$ cat src/rtl/ram_arbiter_pkg.sv
// ============================================================================
// ram_arbiter_pkg : shared types and helpers for the three-master RAM arbiter
// Revision 1.0
// ============================================================================
`default_nettype none

package ram_arbiter_pkg;

  typedef enum logic [1:0] {
    ARB_IDLE   = 2'd0,
    ARB_ACCESS = 2'd1,
    ARB_RESP   = 2'd2
  } arb_state_e;

  // Grant index meaning "no owner"
  localparam logic [1:0] GNT_NONE = 2'd3;

  function automatic logic [1:0] inc_mod3(input logic [1:0] v);
    return (v == 2'd2) ? 2'd0 : v + 2'd1;
  endfunction

endpackage

`default_nettype wire

$ cat src/rtl/ram_arbiter_rr_pick3.sv
// ============================================================================
// ram_arbiter_rr_pick3 : combinational round-robin winner select, optional m0 priority
// Revision 1.0
// ============================================================================
`default_nettype none

module ram_arbiter_rr_pick3
  import ram_arbiter_pkg::*;
(
  input  logic [2:0] req_i,
  input  logic [1:0] ptr_i,
  input  logic       m0_prio_i,
  output logic       valid_o,
  output logic [1:0] idx_o
);

  logic [1:0] cand;

  always_comb begin
    valid_o = |req_i;
    idx_o   = GNT_NONE;
    cand    = ptr_i;
    // Scan ptr, ptr+1, ptr+2 (wrapping) and keep the first requester found
    for (int k = 0; k < 3; k++) begin
      if ((idx_o == GNT_NONE) && req_i[cand]) begin
        idx_o = cand;
      end
      cand = inc_mod3(cand);
    end
    if (m0_prio_i && req_i[0]) begin
      idx_o = 2'd0;
    end
  end

endmodule

`default_nettype wire

$ cat src/rtl/ram_arbiter.sv
// ============================================================================
// ram_arbiter : shares a single-port RAM between three masters, one access per grant
// Revision 1.0
// ============================================================================
`default_nettype none

module ram_arbiter
  import ram_arbiter_pkg::*;
#(
  parameter int ADDR_W  = 32,
  parameter int DATA_W  = 32,
  parameter bit M0_PRIO = 1'b1
) (
  input  logic              clk,
  input  logic              rst,
  input  logic              m0_req_i,
  input  logic              m0_we_i,
  input  logic [ADDR_W-1:0] m0_addr_i,
  input  logic [DATA_W-1:0] m0_data_i,
  output logic [DATA_W-1:0] m0_data_o,
  output logic              m0_ack_o,
  input  logic              m1_req_i,
  input  logic              m1_we_i,
  input  logic [ADDR_W-1:0] m1_addr_i,
  input  logic [DATA_W-1:0] m1_data_i,
  output logic [DATA_W-1:0] m1_data_o,
  output logic              m1_ack_o,
  input  logic              m2_req_i,
  input  logic              m2_we_i,
  input  logic [ADDR_W-1:0] m2_addr_i,
  input  logic [DATA_W-1:0] m2_data_i,
  output logic [DATA_W-1:0] m2_data_o,
  output logic              m2_ack_o,
  output logic              s_req_o,
  output logic              s_we_o,
  output logic [ADDR_W-1:0] s_addr_o,
  output logic [DATA_W-1:0] s_data_o,
  input  logic [DATA_W-1:0] s_data_i,
  output logic [1:0]        gnt_o
);

  arb_state_e        state_q, state_d;
  logic [1:0]        gnt_q, gnt_d;
  logic [1:0]        ptr_q, ptr_d;
  logic [DATA_W-1:0] rdata_q [3];
  logic              cap_en;

  logic [2:0]        req_w;
  logic [2:0]        we_w;
  logic [ADDR_W-1:0] addr_w  [3];
  logic [DATA_W-1:0] wdata_w [3];
  logic              pick_valid;
  logic [1:0]        pick_idx;

  assign req_w      = {m2_req_i, m1_req_i, m0_req_i};
  assign we_w       = {m2_we_i, m1_we_i, m0_we_i};
  assign addr_w[0]  = m0_addr_i;
  assign addr_w[1]  = m1_addr_i;
  assign addr_w[2]  = m2_addr_i;
  assign wdata_w[0] = m0_data_i;
  assign wdata_w[1] = m1_data_i;
  assign wdata_w[2] = m2_data_i;

  ram_arbiter_rr_pick3 u_pick (
    .req_i     (req_w),
    .ptr_i     (ptr_q),
    .m0_prio_i (M0_PRIO),
    .valid_o   (pick_valid),
    .idx_o     (pick_idx)
  );

  always_ff @(posedge clk) begin
    if (rst) begin
      state_q <= ARB_IDLE;
      gnt_q   <= GNT_NONE;
      ptr_q   <= 2'd0;
      for (int i = 0; i < 3; i++) begin
        rdata_q[i] <= '0;
      end
    end else begin
      state_q <= state_d;
      gnt_q   <= gnt_d;
      ptr_q   <= ptr_d;
      if (cap_en) begin
        rdata_q[gnt_q] <= s_data_i;
      end
    end
  end

  always_comb begin
    state_d  = state_q;
    gnt_d    = gnt_q;
    ptr_d    = ptr_q;
    cap_en   = 1'b0;
    s_req_o  = 1'b0;
    s_we_o   = 1'b0;
    s_addr_o = '0;
    s_data_o = '0;
    case (state_q)
      ARB_IDLE: begin
        if (pick_valid) begin
          gnt_d   = pick_idx;
          state_d = ARB_ACCESS;
        end
      end
      ARB_ACCESS: begin
        if (req_w[gnt_q]) begin
          s_req_o  = 1'b1;
          s_we_o   = we_w[gnt_q];
          s_addr_o = addr_w[gnt_q];
          s_data_o = wdata_w[gnt_q];
          cap_en   = ~we_w[gnt_q];
          state_d  = ARB_RESP;
        end else begin
          gnt_d   = GNT_NONE;
          state_d = ARB_IDLE;
        end
      end
      ARB_RESP: begin
        ptr_d   = inc_mod3(gnt_q);
        gnt_d   = GNT_NONE;
        state_d = ARB_IDLE;
      end
      default: begin
        gnt_d   = GNT_NONE;
        state_d = ARB_IDLE;
      end
    endcase
    // A reset landing on the closing edge of an access must not commit the write
    if (rst) begin
      s_req_o = 1'b0;
      s_we_o  = 1'b0;
    end
  end

  assign gnt_o     = gnt_q;
  assign m0_ack_o  = (state_q == ARB_RESP) && (gnt_q == 2'd0);
  assign m1_ack_o  = (state_q == ARB_RESP) && (gnt_q == 2'd1);
  assign m2_ack_o  = (state_q == ARB_RESP) && (gnt_q == 2'd2);
  assign m0_data_o = rdata_q[0];
  assign m1_data_o = rdata_q[1];
  assign m2_data_o = rdata_q[2];

endmodule

`default_nettype wire

$ cat config.mk
export PLATFORM = sky130hd
export DESIGN_NAME = ram_arbiter
export DESIGN_NICKNAME = d
export VERILOG_FILES = /design/src/rtl/ram_arbiter_pkg.sv /design/src/rtl/ram_arbiter_rr_pick3.sv /design/src/rtl/ram_arbiter.sv
export SDC_FILE = /design/constraint.sdc
export NUM_CORES = 1
export LEC_CHECK = 0
export BUFFER_PORTS_ARGS = -buffer_cell sky130_fd_sc_hd__buf_2
export CAP_MARGIN = 15
export CORE_AREA = 2 2 156 158
export CTS_BUF_LIST = sky130_fd_sc_hd__clkbuf_8
export DETAILED_ROUTE_END_ITERATION = 8
export DIE_AREA = 0 0 158 160
export SLEW_MARGIN = 20
export SYNTH_ARGS = -nofsm -noshare
export SYNTH_HDL_FRONTEND = slang
export SYNTH_HIERARCHICAL = 1
export SYNTH_SLANG_ARGS = --single-unit
$ cat constraint.sdc
create_clock -name clk -period 3.6 [get_ports clk]
set_input_delay 0.18 -clock clk [delete_from_list [all_inputs] [get_ports clk]]
set_output_delay 0.18 -clock clk [all_outputs]
set_load 0.05 [all_outputs]
==> results.py <==
metrics = {
    "min_path": {
        "hold_path.class": "in -> reg",
    },
    "floorplan": {
        "die_area_mm2": 0.0253,
        "die_h_um": 160,
        "die_w_um": 158,
        "io_pins": 399,
        "start_util": 0.252,
        "fp-row-count": 57,
        "design.core.area_mm2": 0.0238,
    },
    "logic_synthesis": {
        "async_flop_share": 0,
        "ys.warnings.count": 6,
        "ys.flop_type": "edfxtp_1",
        "ys_types": 31,
        "ys_ff_latch": 102,
        "syn_area_mm2": 0.00600,
        "synth_cells": 533,
        "post_synth.cell_area_avg_um2": 11.2,
        "synth_edf_count": 96,
        "yosysSeqAreaShare": 0.501,
    },
    "sta": {
        "fmax_ghz": 0.361,
        "fin_skew_ns": 0.00839,
        "fin_setup_tns_ns": 0,
        "rsz0062_at_grt": "no",
        "worst_pin_slew_ns": 1.02,
        "hold_viol": 0,
        "period_minus_slack_ns": 2.77,
        "fin_crit_sh": 0.770,
        "setup_violations": 0,
        "slew_viol_final": 0,
        "layout_setup_ws_ns": 0.827,
        "maxSlewHeadroom": 0.320,
    },
    "setup_path": {
        "worstSetupPathType": "reg -> out",
        "critPathBufInv": 2,
        "cp-start-kind": "flop",
        "crit_family": "buffers and inverters",
        "crit_fanout": 59,
        "worst_ep_required_time_ns": 3.42,
        "end_kind": "primary output",
        "path_cells": "buf_4 -> mux2i_1 -> a2bb2oi_1 -> nor3_1 -> buf_2",
        "slowest_stage": "buf_4",
        "arrival_ns": 2.59,
        "slowest_delay_ns": 0.77,
    },
    "finish": {
        "instances_no_fill": 1230,
        "final_util": 0.354,
        "layout_common_cells": "buf_2 (398), edfxtp_1 (96), nor3_1 (93)",
        "nets": 1130,
        "final_common_cell": "buf_2",
        "area_delta_synth_final_pct": 40.8,
        "drive_gt1_frac": 0.525,
    },
    "global_routing": {
        "overflow": 0,
        "grt_pass1_wl_um": 31500,
        "grt_usage": 0.162,
        "antenna_found_initial": 4,
        "first_global_vias": 5575,
        "grt_max_degree": 69,
    },
    "cts": {
        "clk_pin_slew_ns": 0.11,
        "clk_latency_ns": 0.36,
        "cts_hold_buf": 0,
        "cts.path.max_buffers": 2,
        "htree_levels": 3,
        "cts_setup_buffers": 0,
        "cts_sinks": 102,
        "root_buffer": "clkbuf_8",
        "cts_made_buffers": 9,
        "cts_tree": "built",
        "cts_resized": 0,
    },
    "drt": {
        "drt-vias-per-instance": 4.60,
        "drt_pass1_iterations": 4,
        "dr_total_vias": 5654,
        "wirelength_um": 21400,
        "wire_per_inst_um": 17.4,
        "drc_errors": 0,
        "drtIter0Drc": 208,
        "ant_nets": 0,
    },
    "pwr": {
        "total_power_mw": 2.90,
        "powerDensity_mw_per_mm2": 343,
        "p_leak_nw": 3.92,
        "peakVddDrop_mv": 0.182,
    },
    "placed_design": {
        "numPortBuffers": 398,
        "placedCellCount": 1211,
        "hpwl_um": 16200,
        "place_ws_ns": 1.15,
        "gp_congestion": 0.831,
    },
    "run": {
        "maxCapViolations": 0,
    },
    "outcome": {
        "outcome": "completed",
    },
}
-- cell usage after synthesis, drive strengths merged, types with 2 or more instances --
cell | n | area [µm²]
buf | 36 | 208
a2bb2oi | 66 | 578
nor2b | 4 | 32.5
nor3b | 4 | 30.0
or3 | 2 | 12.5
edfxtp | 96 | 2880
dfxtp | 6 | 120
nor3 | 131 | 846
nand2b | 37 | 231
nor2 | 36 | 135
a211oi | 2 | 15.0
clkbuf | 21 | 78.8
a21oi | 2 | 10.0
o21ai | 2 | 10.0
o21bai | 2 | 15.0
inv | 4 | 15.0
nand2 | 5 | 18.8
o22ai | 2 | 12.5
mux2i | 68 | 681
-- final cells by class --
cell class | instances | area, µm²
diodes | 3 | 7.51
multi-input cells | 372 | 2750
clock buffers | 9 | 124
well taps | 324 | 405
inverters | 4 | 15.0
repair buffers | 409 | 2070
fillers | 2485 | 15400
clock inverters | 7 | 56.3
flip-flops and latches | 102 | 3010
-- worst register-to-register path, delay by kind of cell, from the launching register on --
family | cells | cell delay (ns)
compound gates | 1 | 0.29
buf+inv | 2 | 0.91
simple gates | 2 | 0.43
flops | 1 | 0.39
-- metrics by stage --
| stage | hold slack [ns] | cell area, µm² |
|---|---|---|
| floorplan | 0.430 | 6000 |
| global placement | 0.484 | 8250 |
| detailed placement | 0.486 | 8250 |
| CTS | 0.177 | 8430 |
| global route | 0.208 | 8430 |
| finish | 0.187 | 8440 |
-- registers in the layout, summed over array words and instances, names as in the netlist --
signal	cells
gnt_o	2
rdata_q	96
state_q	2
ptr_q	2
-- cells by family (layout without fill, tap and decap cells) --
group / after synthesis / in the layout / share of synthesized area
AND/OR/NAND/NOR: 222 / 222 / 0.223
other: 1 / 6 / 0.000625
buffers and inverters: 61 / 429 / 0.0503
multiplexers: 68 / 68 / 0.114
flip-flops: 102 / 102 / 0.501
AO/OA/AOI/OAI: 79 / 79 / 0.111
-- worst paths after layout --
check	cells after the start	startpoint	endpoint	slack, ns
worst min-delay path	3	s_data_i[11]	rdata_q[2][11]	0.19
worst max-delay path	5	gnt_o[0]	s_data_o[22]	0.83
worst min register to register	2	ptr_q[0]	ptr_q[0]	0.50
worst max register to register	5	state_q[0]	rdata_q[1][29]	1.31
-- routing by layer --
metal / wire, µm / track usage / up-vias
met5: 0 / 0 / -
met4: 450 / 0.0504 / 0
met3: 1650 / 0.0293 / 28
met2: 10700 / 0.292 / 287
met1: 8510 / 0.193 / 2596
li1: - / - / 2743
-- power breakdown --
part           switching, mW  leakage, nW  internal, mW
sequential            0.0244         1.04          1.34
combinational          0.542         2.79         0.308
clock                  0.425       0.0911         0.262
(Power assumes the default switching activity.)
